==> config.mk <==
export PLATFORM = sky130hd
export DESIGN_NAME = sdram_ring_handler_flat
export DESIGN_NICKNAME = d
export VERILOG_FILES = /design/src/rtl/sdram_ring_handler_if.sv /design/src/rtl/sdram_ring_handler.sv /design/src/flat_wrapper.sv
export SDC_FILE = /design/constraint.sdc
export NUM_CORES = 1
export LEC_CHECK = 0
export ABC_CLOCK_PERIOD_IN_PS = 6300
export CELL_PAD_IN_SITES_DETAIL_PLACEMENT = 0
export CELL_PAD_IN_SITES_GLOBAL_PLACEMENT = 2
export CORE_ASPECT_RATIO = 2
export CORE_MARGIN = 5
export CORE_UTILIZATION = 30
export CTS_CLUSTER_SIZE = 10
export DETAILED_ROUTE_END_ITERATION = 8
export PLACE_DENSITY = 0.83
export SLEW_MARGIN = 25
export SYNTH_ARGS = -nofsm -noshare
export SYNTH_HDL_FRONTEND = slang
export SYNTH_SLANG_ARGS = --single-unit
==> constraint.sdc <==
create_clock -name clk -period 6.3 [get_ports clk]
set_input_delay 1.89 -clock clk [delete_from_list [all_inputs] [get_ports clk]]
set_output_delay 1.89 -clock clk [all_outputs]
set_load 0.1 [all_outputs]
==> src/rtl/sdram_ring_handler_if.sv <==
// Bundle of the stream FIFOs, SDRAM core request/completion and register ports
// seen by sdram_ring_handler.
interface sdram_ring_handler_if #(
  parameter int DW = 16,
  parameter int AW = 24
);
  logic          w_empty;
  logic [DW-1:0] w_data;
  logic          w_en;
  logic          r_almost_full;
  logic          r_en;
  logic [DW-1:0] r_data;
  logic          rprio;
  logic          mem_avalid;
  logic          mem_aready;
  logic          mem_awe;
  logic [AW-1:0] mem_aaddr;
  logic [DW-1:0] mem_adata;
  logic          mem_bvalid;
  logic          mem_bwe;
  logic [DW-1:0] mem_bdata;
  logic          avalid;
  logic          awe;
  logic [2:0]    aaddr;
  logic [31:0]   adata;
  logic          bvalid;
  logic [31:0]   bdata;

  modport slave (
    input  w_empty, w_data, r_almost_full, rprio, mem_aready,
           mem_bvalid, mem_bwe, mem_bdata, avalid, awe, aaddr, adata,
    output w_en, r_en, r_data, mem_avalid, mem_awe, mem_aaddr, mem_adata,
           bvalid, bdata
  );

  modport master (
    output w_empty, w_data, r_almost_full, rprio, mem_aready,
           mem_bvalid, mem_bwe, mem_bdata, avalid, awe, aaddr, adata,
    input  w_en, r_en, r_data, mem_avalid, mem_awe, mem_aaddr, mem_adata,
           bvalid, bdata
  );
endinterface

==> src/rtl/sdram_ring_handler.sv <==
// Streams captured words into an SDRAM ring buffer [BASE, LIMIT) and issues
// readback requests, arbitrating both onto a single SDRAM core request port.
module sdram_ring_handler #(
  parameter int DW = 16,
  parameter int AW = 24,
  parameter int CW = 24,
  parameter int TW = 3
) (
  input  logic               clk,
  input  logic               rst,
  sdram_ring_handler_if.slave bus
);

  logic [AW-1:0] r_waddr, r_cwaddr, r_raddr, r_base, r_limit, r_fill;
  logic [CW-1:0] r_rcount;
  logic [TW-1:0] r_inflight;
  logic [2:0]    r_ctrl;
  logic          r_ovf, r_wrap, r_tog, r_bvalid;
  logic [31:0]   r_bdata;

  logic [AW-1:0] w_size;
  logic          w_ring, w_full, w_wable, w_rable, w_rsel, w_contest;
  logic          w_req, w_acc, w_accw, w_accr, w_cmp, w_busy;
  logic          w_wr, w_clr, w_rewind;
  logic [AW:0]   w_wadv, w_cadv, w_radv;
  logic [31:0]   w_rd;

  assign w_size = r_limit - r_base;
  assign w_ring = r_base < r_limit;
  assign w_full = r_fill == w_size;

  // Returns {wrapped, next}; a malformed ring degrades to plain modulo-2^AW counting.
  function automatic logic [AW:0] adv(input logic [AW-1:0] p);
    logic [AW-1:0] n;
    n = p + 1'b1;
    if (w_ring && n == r_limit) return {1'b1, r_base};
    return {1'b0, n};
  endfunction

  assign w_wadv = adv(r_waddr);
  assign w_cadv = adv(r_cwaddr);
  assign w_radv = adv(r_raddr);

  assign w_wable = !bus.w_empty && r_ctrl[0] && (r_inflight != {TW{1'b1}}) &&
                   !(r_ctrl[1] && w_full);
  assign w_rable = (r_rcount != '0) && !bus.r_almost_full;
  assign w_contest = w_wable && w_rable && !(bus.rprio || r_ctrl[2]);

  always_comb begin
    w_rsel = w_rable;
    if (w_wable && w_rable) w_rsel = bus.rprio || r_ctrl[2] || r_tog;
  end

  assign w_req  = (w_wable || w_rable) && !rst;
  assign w_acc  = w_req && bus.mem_aready;
  assign w_accw = w_acc && !w_rsel;
  assign w_accr = w_acc && w_rsel;
  assign w_cmp  = bus.mem_bvalid && bus.mem_bwe;
  assign w_busy = w_wable || (r_inflight != '0);

  assign bus.mem_avalid = w_req;
  assign bus.mem_awe    = !w_rsel;
  assign bus.mem_aaddr  = w_rsel ? r_raddr : r_waddr;
  assign bus.mem_adata  = bus.w_data;
  assign bus.w_en       = w_accw;
  assign bus.r_en       = bus.mem_bvalid && !bus.mem_bwe && !rst;
  assign bus.r_data     = bus.mem_bdata;
  assign bus.bvalid     = r_bvalid;
  assign bus.bdata      = r_bdata;

  assign w_wr     = bus.avalid && bus.awe;
  assign w_clr    = w_wr && bus.aaddr == 3'd5 && bus.adata[3];
  assign w_rewind = w_wr && bus.aaddr == 3'd5 && bus.adata[4];

  always_comb begin
    w_rd = '0;
    case (bus.aaddr)
      3'd0: w_rd = 32'(r_raddr);
      3'd1: w_rd = 32'(r_rcount);
      3'd2: w_rd = 32'(r_base);
      3'd3: w_rd = 32'(r_limit);
      3'd4: w_rd = {w_busy, r_ovf, r_wrap, 5'b0, 24'(r_cwaddr)};
      3'd5: w_rd = 32'(r_ctrl);
      default: w_rd = '0;
    endcase
  end

  always_ff @(posedge clk) begin
    if (rst) begin
      r_waddr    <= '0;
      r_cwaddr   <= '0;
      r_raddr    <= '0;
      r_rcount   <= '0;
      r_base     <= '0;
      r_limit    <= '1;
      r_fill     <= '0;
      r_inflight <= '0;
      r_ctrl     <= '0;
      r_ovf      <= 1'b0;
      r_wrap     <= 1'b0;
      r_tog      <= 1'b0;
      r_bvalid   <= 1'b0;
      r_bdata    <= '0;
    end else begin
      r_bvalid <= bus.avalid;
      if (bus.avalid) r_bdata <= w_rd;
      if (w_contest && w_acc) r_tog <= ~r_tog;

      if (w_accw) begin
        r_waddr <= w_wadv[AW-1:0];
        if (!w_full) r_fill <= r_fill + 1'b1;
      end
      if (w_accr) begin
        r_raddr  <= w_radv[AW-1:0];
        r_rcount <= r_rcount - 1'b1;
        if (r_fill != '0) r_fill <= r_fill - 1'b1;
      end
      if (w_cmp) r_cwaddr <= w_cadv[AW-1:0];

      // A same-cycle set beats the software clear.
      r_ovf  <= (r_ovf && !w_clr) || (w_accw && w_full);
      r_wrap <= (r_wrap && !w_clr) || (w_accw && w_wadv[AW]);

      case ({w_accw, w_cmp})
        2'b10:   r_inflight <= r_inflight + 1'b1;
        2'b01:   if (r_inflight != '0) r_inflight <= r_inflight - 1'b1;
        default: ;
      endcase

      // Software writes land last so they override any same-cycle pointer update.
      if (w_wr) begin
        case (bus.aaddr)
          3'd0: r_raddr  <= AW'(bus.adata);
          3'd1: r_rcount <= CW'(bus.adata);
          3'd2: r_base   <= AW'(bus.adata);
          3'd3: r_limit  <= AW'(bus.adata);
          3'd5: r_ctrl   <= bus.adata[2:0];
          default: ;
        endcase
      end
      if (w_rewind) begin
        r_waddr  <= r_base;
        r_cwaddr <= r_base;
        r_fill   <= '0;
      end
    end
  end

endmodule

==> src/flat_wrapper.sv <==
// flat-port wrapper written by rule: the top's interface ports become plain ports
module sdram_ring_handler_flat 
#(
  parameter int DW = 16,
  parameter int AW = 24,
  parameter int CW = 24,
  parameter int TW = 3
)
  (clk, rst, bus_w_empty, bus_w_data, bus_r_almost_full, bus_rprio, bus_mem_aready, bus_mem_bvalid, bus_mem_bwe, bus_mem_bdata, bus_avalid, bus_awe, bus_aaddr, bus_adata, bus_w_en, bus_r_en, bus_r_data, bus_mem_avalid, bus_mem_awe, bus_mem_aaddr, bus_mem_adata, bus_bvalid, bus_bdata);
  sdram_ring_handler_if #(.DW(DW), .AW(AW)) bus_i ();
  input  logic clk;
  input  logic rst;
  input wire logic [$bits(bus_i.w_empty)-1:0] bus_w_empty;
  input wire logic [$bits(bus_i.w_data)-1:0] bus_w_data;
  input wire logic [$bits(bus_i.r_almost_full)-1:0] bus_r_almost_full;
  input wire logic [$bits(bus_i.rprio)-1:0] bus_rprio;
  input wire logic [$bits(bus_i.mem_aready)-1:0] bus_mem_aready;
  input wire logic [$bits(bus_i.mem_bvalid)-1:0] bus_mem_bvalid;
  input wire logic [$bits(bus_i.mem_bwe)-1:0] bus_mem_bwe;
  input wire logic [$bits(bus_i.mem_bdata)-1:0] bus_mem_bdata;
  input wire logic [$bits(bus_i.avalid)-1:0] bus_avalid;
  input wire logic [$bits(bus_i.awe)-1:0] bus_awe;
  input wire logic [$bits(bus_i.aaddr)-1:0] bus_aaddr;
  input wire logic [$bits(bus_i.adata)-1:0] bus_adata;
  output wire logic [$bits(bus_i.w_en)-1:0] bus_w_en;
  output wire logic [$bits(bus_i.r_en)-1:0] bus_r_en;
  output wire logic [$bits(bus_i.r_data)-1:0] bus_r_data;
  output wire logic [$bits(bus_i.mem_avalid)-1:0] bus_mem_avalid;
  output wire logic [$bits(bus_i.mem_awe)-1:0] bus_mem_awe;
  output wire logic [$bits(bus_i.mem_aaddr)-1:0] bus_mem_aaddr;
  output wire logic [$bits(bus_i.mem_adata)-1:0] bus_mem_adata;
  output wire logic [$bits(bus_i.bvalid)-1:0] bus_bvalid;
  output wire logic [$bits(bus_i.bdata)-1:0] bus_bdata;
  assign bus_i.w_empty = bus_w_empty;
  assign bus_i.w_data = bus_w_data;
  assign bus_i.r_almost_full = bus_r_almost_full;
  assign bus_i.rprio = bus_rprio;
  assign bus_i.mem_aready = bus_mem_aready;
  assign bus_i.mem_bvalid = bus_mem_bvalid;
  assign bus_i.mem_bwe = bus_mem_bwe;
  assign bus_i.mem_bdata = bus_mem_bdata;
  assign bus_i.avalid = bus_avalid;
  assign bus_i.awe = bus_awe;
  assign bus_i.aaddr = bus_aaddr;
  assign bus_i.adata = bus_adata;
  assign bus_w_en = bus_i.w_en;
  assign bus_r_en = bus_i.r_en;
  assign bus_r_data = bus_i.r_data;
  assign bus_mem_avalid = bus_i.mem_avalid;
  assign bus_mem_awe = bus_i.mem_awe;
  assign bus_mem_aaddr = bus_i.mem_aaddr;
  assign bus_mem_adata = bus_i.mem_adata;
  assign bus_bvalid = bus_i.bvalid;
  assign bus_bdata = bus_i.bdata;
  sdram_ring_handler #(.DW(DW), .AW(AW), .CW(CW), .TW(TW)) u_core (.clk(clk), .rst(rst), .bus(bus_i));
endmodule
==> results of run 1 <==
==> worst max-delay path: cells and delay by family, from the launching register on <==
| kind | cells | cell delay (ps) |
|---|---|---|
| multiplexers | 1 | 350 |
| flip-flops | 1 | 350 |
| adder cells (fa/ha/maj) | 1 | 290 |
| AND/OR/NAND/NOR | 6 | 1850 |
| buffers and inverters | 5 | 730 |
| AO/OA/AOI/OAI | 3 | 720 |
==> cell families (layout without fill, tap and decap cells) <==
| group | after synthesis | in the layout | synth area share (%) |
|---|---|---|---|
| compound gates | 542 | 542 | 20.78 |
| xor+xnor | 176 | 176 | 9.478 |
| fa+ha+maj | 34 | 34 | 2.615 |
| buf+inv | 272 | 345 | 7.113 |
| flops | 205 | 205 | 24.79 |
| mux | 78 | 78 | 6.500 |
| other cells | 1 | 7 | 0.02265 |
| simple gates | 951 | 951 | 28.70 |
==> synth_stat cells (37+ instances only) <==
cell type,instances
nor3_1,81
xnor2_1,105
nand3_1,66
o21ai_0,114
nand4_1,49
nor2_1,220
inv_1,51
a21oi_1,185
nand2_1,260
nor4_1,38
clkbuf_1,157
and3_1,40
dfxtp_1,205
a211oi_1,58
xor2_1,69
buf_4,37
==> state kept, by name, summed over array words and instances (netlist names) <==
name	flops
u_core.r_ctrl	3
u_core.r_ovf	1
u_core.r_fill	24
u_core.r_waddr	24
u_core.r_raddr	24
u_core.r_cwaddr	24
u_core.r_limit	24
u_core.bus.bdata	27
u_core.r_wrap	1
u_core.bus.bvalid	1
u_core.r_base	24
u_core.r_rcount	24
u_core.r_inflight	3
u_core.r_tog	1
==> final timing paths <==
kind | from | endpoint | slack, ps | depth (start not counted)
worst max-delay path | u_core.r_base[17] | bus_mem_aaddr[8] | -460 | 16
worst min-delay path | u_core.bus.bdata[31] | u_core.bus.bdata[31] | 460 | 2
worst max register to register | u_core.r_waddr[0] | u_core.r_waddr[10] | 850 | 14
worst min register to register | u_core.bus.bdata[31] | u_core.bus.bdata[31] | 460 | 2
==> per-stage QoR <==
stage	cell area [um^2]	power, W	instances
after floorplan	16760	0.002603	2263
after global placement	18970	0.003093	2965
after detailed placement	18980	0.003113	2965
after CTS	20010	0.004608	3009
after global routing	20120	0.004785	3012
final	20120	0.004617	3014
==> layout make-up <==
cell class	count	area (um^2)	area share, %
Timing Repair Buffer	257	2507	12.46
Inverter	53	205.2	1.020
Sequential cell	205	4108	20.41
Antenna cell	2	5.005	0.02487
Multi-Input combinational cell	1786	11730	58.30
Clock inverter	2	25.02	0.1244
Clock buffer	33	695.7	3.457
Tap cell	676	845.8	4.203
==> power by group <==
| part | total [W] | switching [W] | internal (W) |
|---|---|---|---|
| sequential | 0.00157 | 0.000184 | 0.00138 |
| combinational | 0.00166 | 0.00102 | 0.000632 |
| clock | 0.00139 | 0.000631 | 0.000764 |
| total | 0.00462 | 0.00184 | 0.00278 |
==> repair_timing <==
item,4_1_cts,5_1_grt
buffers inserted,9,4
gates cloned,2,0
gates resized for setup,53,20
pin swaps,19,5
endpoints found under the hold margin,0,0
setup endpoints to repair,27,27
==> metal layers <==
layer	part of all wire [%]	up-vias	routed length, um	GRT usage (%)
met5	0.0084	-	7	0
met4	11	2	9249	23.98
met3	4.3	298	3582	2.804
met2	52	746	43340	49.07
met1	32	8559	26780	25.20
li1	-	8205	-	-
==> flow_summary.toml, run 1 <==
[timing]
finalCriticalPeriod_ps = 6762
max_freq_ghz = 0.1479
slew_headroom_pct = 28.06
final-setup-viol-count = 25
drv_slew = 0
finalCritPeriodShare_pct = 107.3
grt_setup_unrepaired = "true"
hold_violations = 0
worst_hold_slack_ps = 457.8
fin_setup_tns_ps = -10500
clock_skew_ps = 14.88
layout_setup_ws_ps = -461.8
worstMarginPinSlew_ps = 1075

[finish]
syn_to_final_growth_pct = 21.56
n_fill_cell = 5710
final_cell_mix = "257 x nand2_1, 218 x nor2_1, 202 x dfxtp_1"
final_common_cell = "nand2_1"
drive_gt1_share_pct = 15.80
final_nets = 2439
utilization_pct = 36.92

[place]
numPortBuffers = 92
dpl_worst_slack_ps = -160.3
gp_congestion = 0.9743
dp_hpwl_mm = 65.67

[worst_setup_path]
crit_type = "reg -> out"
crit_chain = "inv_2, ha_4, a21oi_2, o21ai_1, and2_1, nor4_1, buf_4, nand4_1, or4_4, or4_4, o21a_4, nor2_4, buf_6, buf_16, mux2_4, buf_12"
crit_slowest_cell = "or4_4"
max_stage_delay_ps = 560
crit_top_cell = "or4_4"
cp-end-kind = "output pin"
critPathLaunchType = "flip-flop"
crit_required_ps = 4410
critical_path_arrival_ps = 4870
crit_fanout = 6

[logic_synthesis]
synth_seq_cells = 205
yosysTopAreaCell = "dfxtp_1"
syn_area_per_cell_um2 = 7.328
yosys-top-cells-area = "dfxtp_1 25%, nand2_1 5.9%, a21oi_1 5.6%, xnor2_1 5.6%, nor2_1 5.0%"
seq_area_frac_synth_pct = 24.79
synth_cell_types = 90
async_reset_ff_share_pct = 0
ys_warn_count = 0
synth_top_cell_area_share_pct = 24.79
synth_top_flop_cell = "dfxtp_1"
synthCells = 2259
synth_edf_count = 0
synth_area_um2 = 16550

[clock_network]
cts_tree = "yes"
clkSinkCount = 205
htreeDepth = 1
numCtsBuffers = 25
path_clk_slew_ps = 60
clk_latency_ps = 580
clk_path_buf_depth = 3
cts_root_buffer = "clkbuf_16"
cts_hold_buffers = 0

[global_route]
grt_pass1_wl_mm = 118.9
grt_pass1_vias = 17600
antenna_found_initial = 3
grt.overflow.total = 0
grtUsageTotal_pct = 26.50
grt_max_degree = 90

[routing]
vias = 17810
drc = 0
drt_first_iter_violations = 1463
vias_per_cell = 5.909
wl_mm = 82.96
drtAntennaViolNets = 0
routedWlPerCell_um = 27.53
dr.pass1.iters = 5

[pwr]
powerDensity_nw_per_um2 = 229.4
peakVddDrop_mv = 0.1689
p_leak_nw = 7.015

[die]
start_util_pct = 30.37
fp.dieH_um = 342.2
die_w_um = 176.1
fp-row-count = 121
fp.coreArea_um2 = 54500
ios = 170
die_area_um2 = 60260

[outcome]
failed_checks = "setup timing"
status = "finished, violations left"

[run]
drv_cap = 0

[hold_path]
min_path_type = "reg -> reg"
(Power assumes the default switching activity.)
==> run 2, diff against run 1 <==
--- a/config.mk
+++ b/config.mk
@@ -5,7 +5,7 @@
 export SDC_FILE = /design/constraint.sdc
 export NUM_CORES = 1
 export LEC_CHECK = 0
-export ABC_CLOCK_PERIOD_IN_PS = 6300
+export ABC_CLOCK_PERIOD_IN_PS = 6830
 export CELL_PAD_IN_SITES_DETAIL_PLACEMENT = 0
 export CELL_PAD_IN_SITES_GLOBAL_PLACEMENT = 2
 export CORE_ASPECT_RATIO = 2
@@ -13,7 +13,8 @@
 export CORE_UTILIZATION = 30
 export CTS_CLUSTER_SIZE = 10
 export DETAILED_ROUTE_END_ITERATION = 8
-export PLACE_DENSITY = 0.83
+export PLACE_DENSITY = 0.8
+export SKIP_LAST_GASP = 1
 export SLEW_MARGIN = 25
 export SYNTH_ARGS = -nofsm -noshare
 export SYNTH_HDL_FRONTEND = slang
==> constraint.sdc (replaced) <==
create_clock -name clk -period 6.83 [get_ports clk]
set_input_delay 2.049 -clock clk [delete_from_list [all_inputs] [get_ports clk]]
set_output_delay 2.049 -clock clk [all_outputs]
set_load 0.1 [all_outputs]
==> run 2 against run 1 <==
  * The flow still finishes with violations (setup timing)
  * Utilization decreased by 0.45 points
  * Worst hold slack better by 2.6 ps
  * Critical path depth is 1 lower
  * First-iteration DRC count fell by 2.1%
  * Global-route usage shrank 0.51 points
  * Combinational power fell by 13%
  * Critical endpoint is now bus_mem_aaddr[6]
  * Largest cell class unchanged
  * Largest power group unchanged
  * Highest routed layer unchanged
==> flow_summary.toml, run 2 (same netlist as run 1, synthesis figures left out) <==
[hold_path]
hold_start = "u_core.bus.bdata[31]"
min_path_type = "reg -> reg"

[worst_setup_path]
critPathLaunchType = "flip-flop"
crit_chain = "inv_2, ha_4, nand2_2, or4_4, a2111o_1, o211a_4, xnor2_1, or4_1, or4_4, o21a_4, nor2_4, buf_12, buf_16, mux2_4, buf_12"
crit_family = "simple AND/OR/NAND/NOR gates"
r2r-start = "u_core.r_base[3]"
crit_type = "reg -> out"
crit_fanout = 6
crit_slowest_cell = "or4_4"
crit_start = "u_core.r_base[19]"
max_stage_delay_ps = 580
critPathBufInv = 4
crit_required_ps = 4780
critical_path_arrival_ps = 4930
cp-end-kind = "output pin"

[finish]
seq_area_um2 = 4135
multi_input_area_um2 = 11770
antenna_cells = 0
fin_area_um2 = 19880
final_common_cell = "nand2_1"
drive_gt1_share_pct = 15.24
final_nets = 2400
largest_register_ffs = 27
syn_to_final_growth_pct = 20.08
final_cell_mix = "257 x nand2_1, 218 x nor2_1, 192 x dfxtp_1"
fin_cells = 2973
n_fill_cell = 5678

[clock_network]
htreeDepth = 1
clk_path_buf_depth = 3
cts_root_buffer = "clkbuf_16"
cts_tree = "yes"
clkSinkCount = 205
path_clk_slew_ps = 60
numCtsBuffers = 25
clk_latency_ps = 590

[global_route]
grt.overflow.total = 0
grtUsageTotal_pct = 25.99
grt_pass1_vias = 17280
grtUsageMet2_pct = 49.35
use_met1_pct = 24.96
use_met3_pct = 2.307
top_usage_layer = "met2"
grt_max_degree = 183
antenna_found_initial = 2
grt_pass1_wl_mm = 116.8

[place]
gp_congestion = 0.9500
place_inst = 2914
numPortBuffers = 92
dp_hpwl_mm = 63.29
placed_area_um2 = 18570

[routing]
drt_first_iter_violations = 1432
dr.pass1.iters = 6
vias = 17480
drc = 0
wl_mm = 80.62
routedWlPerCell_um = 27.12
vias_per_cell = 5.881
drtAntennaViolNets = 0

[die]
fp.dieH_um = 342.2
fp-row-count = 121
ios = 170
die_area_um2 = 60260
start_util_pct = 30.37
die_w_um = 176.1
fp.coreArea_um2 = 54500

[outcome]
failed_checks = "setup timing"
status = "finished, violations left"

[pwr]
p_leak_nw = 6.821
powerDensity_nw_per_um2 = 210.7
peakVddDrop_mv = 0.1792

[run]
drv_cap = 0

[timing]
finalCriticalPeriod_ps = 6984
layout_setup_ws_ps = -153.7
fin_setup_tns_ps = -2261
clock_skew_ps = 26.39
grt_setup_unrepaired = "true"
drv_slew = 0
slew_headroom_pct = 29.90
max_freq_ghz = 0.1432
final-setup-viol-count = 24
hold_violations = 0
finalCritPeriodShare_pct = 102.3
worstMarginPinSlew_ps = 1048
## run 2: cell types whose count changed in the layout (fill, tap and decap cells not counted), sizes merged
cell	delta
buf	-40
clkbuf	+1
diode	-2
## run 2: final timing paths
| kind | end | slack [ps] | cells past startpoint |
|---|---|---|---|
| max | bus_mem_aaddr[6] | -150 | 15 |
| min | u_core.bus.bdata[31] | 460 | 2 |
| min reg2reg | u_core.bus.bdata[31] | 460 | 2 |
| max reg2reg | u_core.r_inflight[2] | 1480 | 20 |
## run 2: report_power, final
group          switching [W]  total, W  internal, W
clock network       0.000585   0.00129     0.000705
registers           0.000170   0.00144      0.00127
logic               0.000912   0.00145     0.000542
## run 2: timing repair
item | CTS | global route
gates resized for setup | 60 | 28
setup endpoints to repair | 25 | 25
pin swaps | 24 | 2
hold buffers | 0 | 0
gates cloned | 2 | 0
setup buffers | 20 | 2
## run 2: layer usage
metal	part of all wire [%]	vias up
li1	-	8122
met1	32	8416
met2	53	684
met3	4.0	259
met4	10	2
met5	0.0099	-
## run 2: stage by stage
step	power (W)	utilization, %	hold slack [ps]	setup WS [ps]
finish	0.004187	36.47	460.5	-153.7
floorplan	0.002401	-	445.9	-127.9
detailed placement	0.002817	34.08	457.4	181.8
global route	0.004344	36.47	486.9	-161.5
CTS	0.004185	36.17	465.3	-133.0
global placement	0.002805	34.07	443.6	183.7
## run 2: worst reg2reg max path: cells and delay by family, from the launching register on
kind	cells	cell delay (ps)
and+or+nand+nor	6	2140
DFF	1	400
adders and majority gates	2	550
AOI/OAI and AO/OA	6	1140
xor gates and xnor gates	1	80
buffers and inverters	5	950
## run 2: cell type report
type / count / share of cell area (%)
multi-input combinational: 1786 / 59.21
clock inverter: 2 / 0.1259
timing repair buffer: 218 / 11.07
sequential: 205 / 20.80
tap: 676 / 4.255
clock buffer: 33 / 3.500
inverter: 53 / 1.032
